[config.mk]
export PLATFORM = sky130hd
export DESIGN_NAME = dcsformer_host
export DESIGN_NICKNAME = d
export VERILOG_FILES = /design/src/rtl/dcsformer_pkg.sv /design/src/rtl/dcsformer_job_buf.sv /design/src/rtl/dcsformer_host.sv
export SDC_FILE = /design/constraint.sdc
export NUM_CORES = 1
export LEC_CHECK = 0
export CORE_MARGIN = 5
export CORE_UTILIZATION = 50
export CTS_CLUSTER_DIAMETER = 30
export DETAILED_ROUTE_END_ITERATION = 12
export PLACE_DENSITY_LB_ADDON = 0.05
export SYNTH_ARGS = -nofsm -noshare
export SYNTH_HDL_FRONTEND = slang
export SYNTH_SLANG_ARGS = --single-unit
export TNS_END_PERCENT = 1
[constraint.sdc]
create_clock -name clk -period 5.95 [get_ports clk]
set_input_delay 1.19 -clock clk [delete_from_list [all_inputs] [get_ports clk]]
set_output_delay 1.19 -clock clk [all_outputs]
set_load 0.02 [all_outputs]
[src/rtl/dcsformer_pkg.sv]
// Shared constants and enumerations for the DCSformer host-side initiator.
// A job is 128 row-major input bytes followed by 8 weight bytes.
package dcsformer_pkg;

   localparam int N_ROW     = 8;
   localparam int N_COL     = 16;
   localparam int N_W       = 8;
   localparam int IN_BYTES  = N_ROW * N_COL;
   localparam int JOB_BYTES = IN_BYTES + N_W;
   localparam int TIMEOUT   = 64;
   localparam int GAP       = 2;
   localparam int AW        = 8;

   typedef enum logic [2:0] {
      LOAD     = 3'd0,
      SEND_I   = 3'd1,
      WAIT_WR  = 3'd2,
      SEND_W   = 3'd3,
      COLLECT  = 3'd4,
      DONE     = 3'd5
   } state_t;

   typedef enum logic [1:0] {
      ERR_NONE       = 2'd0,
      ERR_WR_TIMEOUT = 2'd1,
      ERR_OV_TIMEOUT = 2'd2,
      ERR_PROTOCOL   = 2'd3
   } err_code_t;

endpackage

[src/rtl/dcsformer_job_buf.sv]
// Job buffer: one synchronous write port, one combinational read port.
// Contents are not reset; a job is always fully rewritten before it is sent.
module dcsformer_job_buf
   import dcsformer_pkg::*;
(
   input  logic          clk,
   input  logic          wr_en,
   input  logic [AW-1:0] wr_addr,
   input  logic [7:0]    wr_data,
   input  logic [AW-1:0] rd_addr,
   output logic [7:0]    rd_data
);

   logic [7:0] mem [JOB_BYTES];

   always_ff @(posedge clk) begin
      if (wr_en && (wr_addr < AW'(JOB_BYTES))) mem[wr_addr] <= wr_data;
   end

   assign rd_data = (rd_addr < AW'(JOB_BYTES)) ? mem[rd_addr] : 8'd0;

endmodule

[src/rtl/dcsformer_host.sv]
// Initiator side of the DCSformer accelerator link: buffers a job from the
// loader, bursts inputs and weights out, and forwards the 8 result words.
module dcsformer_host
   import dcsformer_pkg::*;
(
   input  logic        clk,
   input  logic        rst_n,
   input  logic        ld_valid,
   input  logic [7:0]  ld_data,
   output logic        ld_ready,
   output logic        i_valid,
   output logic [7:0]  i_data,
   output logic        w_valid,
   output logic [7:0]  w_data,
   input  logic        w_ready,
   input  logic        o_valid,
   input  logic [31:0] o_data,
   output logic        r_valid,
   output logic [2:0]  r_idx,
   output logic [31:0] r_data,
   output logic        done,
   output logic        err,
   output logic [1:0]  err_code,
   output state_t      dbg_state
);

   // Loader handshake: a byte transfers on a rising edge where ld_valid && ld_ready;
   // ld_valid may stay high while ld_ready is low and the byte is simply held.
   state_t          state, state_n;
   logic [AW-1:0]   cnt, cnt_n;
   logic [6:0]      tmo, tmo_n;
   logic            err_n, done_n, r_valid_n, buf_we;
   logic [1:0]      code_n;
   logic [2:0]      r_idx_n;
   logic [31:0]     r_data_n;
   logic [AW-1:0]   rd_addr;
   logic [7:0]      rd_data;

   dcsformer_job_buf u_buf (
      .clk     (clk),
      .wr_en   (buf_we),
      .wr_addr (cnt),
      .wr_data (ld_data),
      .rd_addr (rd_addr),
      .rd_data (rd_data)
   );

   // Outputs are registered from the next state, so the read address follows cnt_n.
   assign rd_addr = (state_n == SEND_W) ? (cnt_n + AW'(IN_BYTES)) : cnt_n;

   always_comb begin
      state_n   = state;
      cnt_n     = cnt;
      tmo_n     = tmo;
      err_n     = 1'b0;
      code_n    = err_code;
      done_n    = 1'b0;
      r_valid_n = 1'b0;
      r_idx_n   = 3'd0;
      r_data_n  = 32'd0;
      buf_we    = 1'b0;
      case (state)
         LOAD: begin
            if (ld_valid && ld_ready) begin
               buf_we = 1'b1;
               if (cnt == AW'(JOB_BYTES - 1)) begin
                  state_n = SEND_I;
                  cnt_n   = '0;
               end else begin
                  cnt_n = cnt + 1'b1;
               end
            end
         end
         SEND_I: begin
            if (w_ready) begin
               err_n   = 1'b1;
               code_n  = ERR_PROTOCOL;
               state_n = LOAD;
               cnt_n   = '0;
            end else if (cnt == AW'(IN_BYTES - 1)) begin
               state_n = WAIT_WR;
               cnt_n   = '0;
               tmo_n   = 7'd1;
            end else begin
               cnt_n = cnt + 1'b1;
            end
         end
         WAIT_WR: begin
            // tmo counts idle cycles including the current one.
            if (w_ready) begin
               state_n = SEND_W;
               cnt_n   = '0;
            end else if (tmo == 7'(TIMEOUT - 1)) begin
               err_n   = 1'b1;
               code_n  = ERR_WR_TIMEOUT;
               state_n = LOAD;
               cnt_n   = '0;
            end else begin
               tmo_n = tmo + 1'b1;
            end
         end
         SEND_W: begin
            if (o_valid) begin
               err_n   = 1'b1;
               code_n  = ERR_PROTOCOL;
               state_n = LOAD;
               cnt_n   = '0;
            end else if (cnt == AW'(N_W - 1)) begin
               state_n = COLLECT;
               cnt_n   = '0;
               tmo_n   = 7'd1;
            end else begin
               cnt_n = cnt + 1'b1;
            end
         end
         COLLECT: begin
            if (o_valid) begin
               r_valid_n = 1'b1;
               r_idx_n   = cnt[2:0];
               r_data_n  = o_data;
               if (cnt == AW'(N_W - 1)) begin
                  done_n  = 1'b1;
                  state_n = DONE;
                  cnt_n   = '0;
               end else begin
                  cnt_n = cnt + 1'b1;
               end
            end else if (cnt != '0) begin
               err_n   = 1'b1;
               code_n  = ERR_PROTOCOL;
               state_n = LOAD;
               cnt_n   = '0;
            end else if (tmo == 7'(TIMEOUT - 1)) begin
               err_n   = 1'b1;
               code_n  = ERR_OV_TIMEOUT;
               state_n = LOAD;
               cnt_n   = '0;
            end else begin
               tmo_n = tmo + 1'b1;
            end
         end
         DONE: begin
            if (cnt == AW'(GAP - 1)) begin
               state_n = LOAD;
               cnt_n   = '0;
            end else begin
               cnt_n = cnt + 1'b1;
            end
         end
         default: begin
            state_n = LOAD;
            cnt_n   = '0;
         end
      endcase
   end

   always_ff @(posedge clk) begin
      if (!rst_n) begin
         state    <= LOAD;
         cnt      <= '0;
         tmo      <= '0;
         ld_ready <= 1'b0;
         i_valid  <= 1'b0;
         i_data   <= 8'd0;
         w_valid  <= 1'b0;
         w_data   <= 8'd0;
         r_valid  <= 1'b0;
         r_idx    <= 3'd0;
         r_data   <= 32'd0;
         done     <= 1'b0;
         err      <= 1'b0;
         err_code <= ERR_NONE;
      end else begin
         state    <= state_n;
         cnt      <= cnt_n;
         tmo      <= tmo_n;
         ld_ready <= (state_n == LOAD);
         i_valid  <= (state_n == SEND_I);
         i_data   <= (state_n == SEND_I) ? rd_data : 8'd0;
         w_valid  <= (state_n == SEND_W);
         w_data   <= (state_n == SEND_W) ? rd_data : 8'd0;
         r_valid  <= r_valid_n;
         r_idx    <= r_idx_n;
         r_data   <= r_data_n;
         done     <= done_n;
         err      <= err_n;
         err_code <= code_n;
      end
   end

   assign dbg_state = state;

endmodule

==> results of run 1 <==
flip-flops by register name, summed over array words and instances (netlist names), 2 cells and up:
signal     count
cnt            8
dbg_state      3
err_code       2
i_data         8
r_data        32
r_idx          3
tmo            7
u_buf.mem   1088
w_data         8
final cells by class:
type | instances | area [um^2]
antenna | 2 | 5.00
clock buffer | 255 | 5870
clock inverter | 176 | 2300
fill | 6896 | 34700
inverter | 20 | 75.1
multi-input combinational | 1688 | 11500
sequential | 1165 | 34200
tap | 1254 | 1570
timing repair buffer | 298 | 2750
kinds of logic (layout without fill, tap and decap cells):
kind of cell | Yosys count | after routing | share of synthesized area (%)
XOR/XNOR | 4 | 4 | 0.0750
adder cells (fa/ha/maj) | 5 | 5 | 0.134
AO/OA/AOI/OAI | 488 | 488 | 7.31
AND/OR/NAND/NOR | 985 | 985 | 9.53
multiplexers | 206 | 206 | 7.48
other | 0 | 2 | 0
buffers and inverters | 204 | 749 | 2.28
flip-flops | 1165 | 1165 | 73.2
stage by stage:
stage | area [um^2] | power, mW | utilization, %
3_5_place_dp | 50100 | 10.1 | 53.9
3_3_place_gp | 50100 | 10.1 | 53.9
6_report | 58300 | 23.3 | 62.7
2_1_floorplan | 46700 | 9.65 | -
5_1_grt | 58300 | 23.9 | 62.7
4_1_cts | 58300 | 23.4 | 62.7
cells in the mapped netlist (24+ instances only):
cell | instances | area [um^2]
edfxtp_1 | 1088 | 32700
nand2_1 | 432 | 1620
nor2_1 | 207 | 777
nand3_1 | 122 | 611
a21oi_1 | 116 | 581
mux4_2 | 114 | 2570
mux2i_1 | 87 | 871
dfxtp_1 | 77 | 1540
buf_2 | 76 | 380
a211oi_1 | 60 | 450
clkbuf_1 | 58 | 218
and3_1 | 54 | 338
and2_1 | 52 | 325
a31oi_1 | 42 | 263
o21ai_0 | 42 | 210
buf_4 | 31 | 233
nor3_1 | 30 | 150
a32oi_1 | 28 | 245
o22ai_1 | 28 | 175
a22oi_1 | 24 | 180
where the power goes:
part / switching [mW] / leakage [nW] / internal, mW
registers: 0.00376 / 10.4 / 8.98
logic: 0.628 / 5.26 / 0.337
clock network: 4.36 / 3.91 / 9.02
total: 4.99 / 19.6 / 18.3
placed cells by master (no fill, tap or decap), types with 54 or more instances in the layout:
cell             instances
edfxtp_1              1088
nand2_1                429
clkbuf_16              230
nor2_1                 207
buf_4                  179
nand3_1                122
a21oi_1                116
mux4_2                 114
clkdlybuf4s50_1         98
mux2i_1                 87
dfxtp_1                 76
a211oi_1                59
and3_1                  54
tightest hold or removal path, stage by stage, from the launching register on:
cell and delay (ps):
dfxtp_1 300, nand2_1 60, a21oi_1 40
per-layer routing:
| layer | vias up | GRT usage [%] | routed length (um) |
|---|---|---|---|
| met5 | - | 0 | 28 |
| met4 | 4 | 12.6 | 6630 |
| met3 | 342 | 6.47 | 14700 |
| met2 | 1825 | 46.3 | 69100 |
| met1 | 15300 | 41.6 | 59000 |
| li1 | 12700 | - | - |
how the worst max path moves through the flow:
stage / depth (start not counted) / end / start / slack, ps
detailed placement: 14 / i_data[0] / w_ready / -150
global placement: 14 / i_data[0] / w_ready / -90
floorplan: 13 / w_data[1] / w_ready / 1840
CTS: 11 / i_data[0] / cnt[1] / 390
finish: 11 / i_data[0] / cnt[1] / 210
global route: 11 / i_data[0] / cnt[1] / 50
==> results.md, run 1 <==
* Initial drt markers at ~4400
* Syn Inst Count at 3057
* Cell Area, Synth at 46700 um^2
* Grt total ovfl at 0
* # clock sinks at 1165
* Largest net degree at the start of global routing at 90
* Hold Startpoint: tmo[6]
* Startpoint Class: flop
* Hold slack at 440 ps
* Status: completed
* CTS tree: yes
* GP Congestion at 0.953
* Number of synthesized flops with an enable pin at 1088
* Top FF cell, synth: edfxtp_1
* Chip width at 316 um
* Final setup fails at 0
* Vias in the first global route at 29800
* Layout cell share with drive strength beyond 1 at 20.4%
* Worst EP required at ~6700 ps
* Placed Cells at about 4400
* Io pins at 107
* TritonCTS Buffers at around 230
* Rows at 112
* Pwr dens at about 400 nW/um^2
* Post_cts resized at 0
* Pre-CTS setup slack at -148 ps
* Max cap viols at 0
* Fin Clk Skew at slightly above 40 ps
* Die height at 316 um
* Yosys cell types at 88
* Post-Syn Nets at between 3000 and 4000
* Worst slew pin tran at 1330 ps
* Postcts setup bufs at 0
* Worst vdd ir at 0.000285 V
* Min-delay worst type: reg -> reg
* Initial Utilization at 50.2%
* Post-route ant nets at 0
* Sequential fraction of the synthesis area at about three quarters
* Layout Nets at 3450
* R2R cell count at 11
* Critical-path top delay cell: a21oi_1
* Delay-heaviest family, CP: compound AO/OA/AOI/OAI gates
* Fin crit share at 96.4%
* Routed len/inst at 30.8 um
* Crit path DAT at approximately 6400 ps
* Setup ws final at 211 ps
* Clock latency on the worst-skew pair at 800 ps
* CTS Hold Bufs at 0
* Crit path top cell by count: a21oi_1
* P_leak at 19.6 nW
* Min cycle time layout at 5740 ps
* Avg Vias per Cell at around 6.2
* Detailed placement HPWL at 97000 um
* Initial antenna violation count at 4
* Hold path cells at 2
* Crit end category: flop
* Peak Freq at about 170 MHz
* CP max FO at 15
* DRC violations left at 0
* Hold path endpoint: tmo[6]
* Critical R2R Launch: cnt[1]
* Drt pass-1 iters at 7
* Total Routed Length at 149000 um
* Core area at 93000 um^2
* Non-filler instance count after layout at between 4000 and 5000
* Slew HR at 10.9%
* Layout area overhead at 24.7%
* Routed via count at between 30000 and 40000
* Port bufs at 106
* Hold Vio Cnt, Final at 0
* RSZ-0062 raised after global routing: false
* Total track usage at between 20 and 30%
* Htree depth at 4
* Seq cells post-synth at 1165
* CTS Root Cell: clkbuf_16
* Warnings, synthesis at 0
* Critical path's largest stage delay at around 950 ps
* Ys async rst share at 0%
* Reg-to-reg slack, setup at 210 ps
* CP Class: reg -> reg
* Critical path, cell by cell: ha_1, nand3b_1, o21ai_1, o2bb2ai_1, and3_1, o21bai_1, a2bb2oi_1, nand2_1, a21oi_1, a41oi_1, a21oi_1
* Clock-pin slew on the worst setup and hold paths at around 50 ps
* Setup TNS at 0 ps
* Die ar. at 99700 um^2
* Syn Area/Cell at 15.3 um^2
* Fin. max-slew vios at 0
* CTS max path bufs at 3
* CP bufs+invs at 0
* Worst R2R End: i_data[0]
* First-pass GRT wire length at roughly 210000 um
No activity file was read; power rests on OpenSTA's default activity.
==> inputs of run 2 (changes only) <==
--- a/config.mk
+++ b/config.mk
@@ -5,6 +5,7 @@
 export SDC_FILE = /design/constraint.sdc
 export NUM_CORES = 1
 export LEC_CHECK = 0
+export CAP_MARGIN = 30
 export CORE_MARGIN = 5
 export CORE_UTILIZATION = 50
 export CTS_CLUSTER_DIAMETER = 30
==> run 2 against run 1 <==
Effect of this change:
- total power is 1.1% lower
- routed wire length down 0.15%
- flip-flop and latch count stayed put
- critical path depth rose by 5
- clock skew up 20 ps
- first-iteration DRC count down 20%
- cell count rose by 0.49%
- worst setup slack improved by 120 ps
- die area unchanged
- largest power group unchanged
- maximum frequency up 2.1%
- global-route usage hardly changed
==> results.md, run 2 (synthesized netlist as in run 1, its figures left out) <==
* Status: completed
* Fin crit share at ~94%
* Avg Vias per Cell at 6.18
* CTS Root Cell: clkbuf_16
* Delay-heaviest family, CP: simple AND/OR/NAND/NOR gates
* Critical path, cell by cell: inv_1, ha_1, or3b_2, or4_1, nor2_1, o21ai_2, nand2_4, buf_12, buf_4, mux4_2, and2_1, a211oi_1, buf_4, nor4_1, nand3_1, a21oi_1
* Post_cts resized at 0
* Worst EP required at 6660 ps
* Total track usage at 29.9%
* Setup TNS at 0 ps
* Die ar. at between 90000 and 100000 um^2
* Met3 usage at 8.23%
* Critical-path top delay cell: nor4_1
* CP Class: reg -> reg
* Die height at about 320 um
* First-pass GRT wire length at 214000 um
* DRC violations left at 0
* Detailed placement HPWL at 98100 um
* Worst vdd ir at ~0.00028 V
* Seq. cell area at 34200 um^2
* Initial Utilization at between 50% and 60%
* Max reg flops at between 1000 and 1500
* Htree depth at 4
* Pre-CTS setup slack at -109 ps
* Final setup fails at 0
* Drt pass-1 iters at 8
* Initial drt markers at 3534
* Min-delay worst type: reg -> reg
* Grt met2 use at 46.4%
* GP Congestion at 0.953
* RSZ-0062 raised after global routing: false
* Core area at 93000 um^2
* Slew HR at between 20% and 30%
* Crit end category: flop
* Fin. max-slew vios at 0
* Post-route ant nets at 0
* CTS tree: yes
* Met1 Track Usage GR at 40.3%
* CP max FO at 30
* Max cap viols at 0
* Pwr dens at 395 nW/um^2
* Critical path's largest stage delay at 650 ps
* Vias in the first global route at about 30000
* Fillers at 6954
* Total Routed Length at 149000 um
* Clock latency on the worst-skew pair at between 800 and 900 ps
* Routed len/inst at 30.6 um
* Postcts setup bufs at 0
* Routed via count at 30200
* Initial antenna violation count at 6
* Chip width at 316 um
* Largest net degree at the start of global routing at 90
* Hold Vio Cnt, Final at 0
* Peak Freq at 178 MHz
* CP bufs+invs at 4
* Rows at 112
* Io pins at approximately 110
* CTS max path bufs at 3
* TritonCTS Buffers at 226
* Min cycle time layout at about 5600 ps
* Largest registers: u_buf.mem x1088, r_data x32
* Fin Clk Skew at 60.5 ps
* Worst slew pin tran at between 1000 and 1500 ps
* Layout Nets at approximately 3500
* Startpoint Class: flop
* Clock-pin slew on the worst setup and hold paths at 50 ps
* Most frequent cells in the layout: edfxtp_1 (1088), nand2_1 (429), clkbuf_16 (231)
* P_leak at 19.7 nW
* GRT busiest layer: met2
* Setup ws final at 332 ps
* # clock sinks at 1165
* Port bufs at 106
* Layout area overhead at 25.1%
* CTS Hold Bufs at 0
* Grt total ovfl at 0
* Multi-input gate area at about 12000 um^2
* Commonest non-fill, non-tap cell in the layout: edfxtp_1
* Layout cell share with drive strength beyond 1 at 20.8%
* Top reg by flops: u_buf.mem
* Crit path top cell by count: buf_4
* Crit path DAT at 6330 ps
-- run 2: cell types whose count changed in the layout (fill, tap and decap cells not counted), sizes merged --
| cell | delta |
|---|---|
| diode | +2 |
| buf | +27 |
| bufinv | -7 |
| clkinvlp | -2 |
| inv | +4 |
-- run 2: cell type report --
| class | instances | share of cell area (%) |
|---|---|---|
| flip-flops and latches | 1165 | 58.5 |
| multi-input cells | 1688 | 19.7 |
| clock buffers | 255 | 10.1 |
| repair buffers | 325 | 5.19 |
| clock inverters | 171 | 3.64 |
| well taps | 1254 | 2.68 |
| inverters | 20 | 0.128 |
| diodes | 4 | 0.0171 |
-- run 2: power breakdown --
| part | leakage (nW) | switching, mW | internal, mW |
|---|---|---|---|
| logic | 5.43 | 0.627 | 0.340 |
| registers | 10.4 | 0.00352 | 8.98 |
| clock network | 3.85 | 4.36 | 8.76 |
-- run 2: metrics by stage --
step	utilization [%]	total power, mW	instance area (um^2)	hold WS (ps)	cells
finish	62.8	23.1	58500	438	4882
detailed placement	54.1	10.1	50300	429	4447
floorplan	-	9.65	46700	408	3057
global placement	53.9	10.1	50100	419	4425
CTS	62.7	23.2	58400	438	4873
global route	62.8	23.7	58400	474	4878
-- run 2: tightest hold or removal path, delay by kind of cell (launching register included) --
family,cells,cell delay [ps]
and+or+nand+nor,1,60
AOI/OAI and AO/OA,1,30
DFF,1,300
-- run 2: final timing paths --
| kind | start | endpoint | slack, ps | depth (start not counted) |
|---|---|---|---|---|
| min reg2reg | tmo[6] | tmo[6] | 440 | 2 |
| max reg2reg | cnt[1] | i_data[0] | 330 | 16 |
| min | tmo[6] | tmo[6] | 440 | 2 |
| max | cnt[1] | i_data[0] | 330 | 16 |
-- run 2: layer usage --
layer | part of all wire, % | vias to the layer above
li1 | - | 12800
met3 | 9.8 | 363
met2 | 46 | 1675
met1 | 39 | 15400
met4 | 4.5 | 8
met5 | 0.14 | -
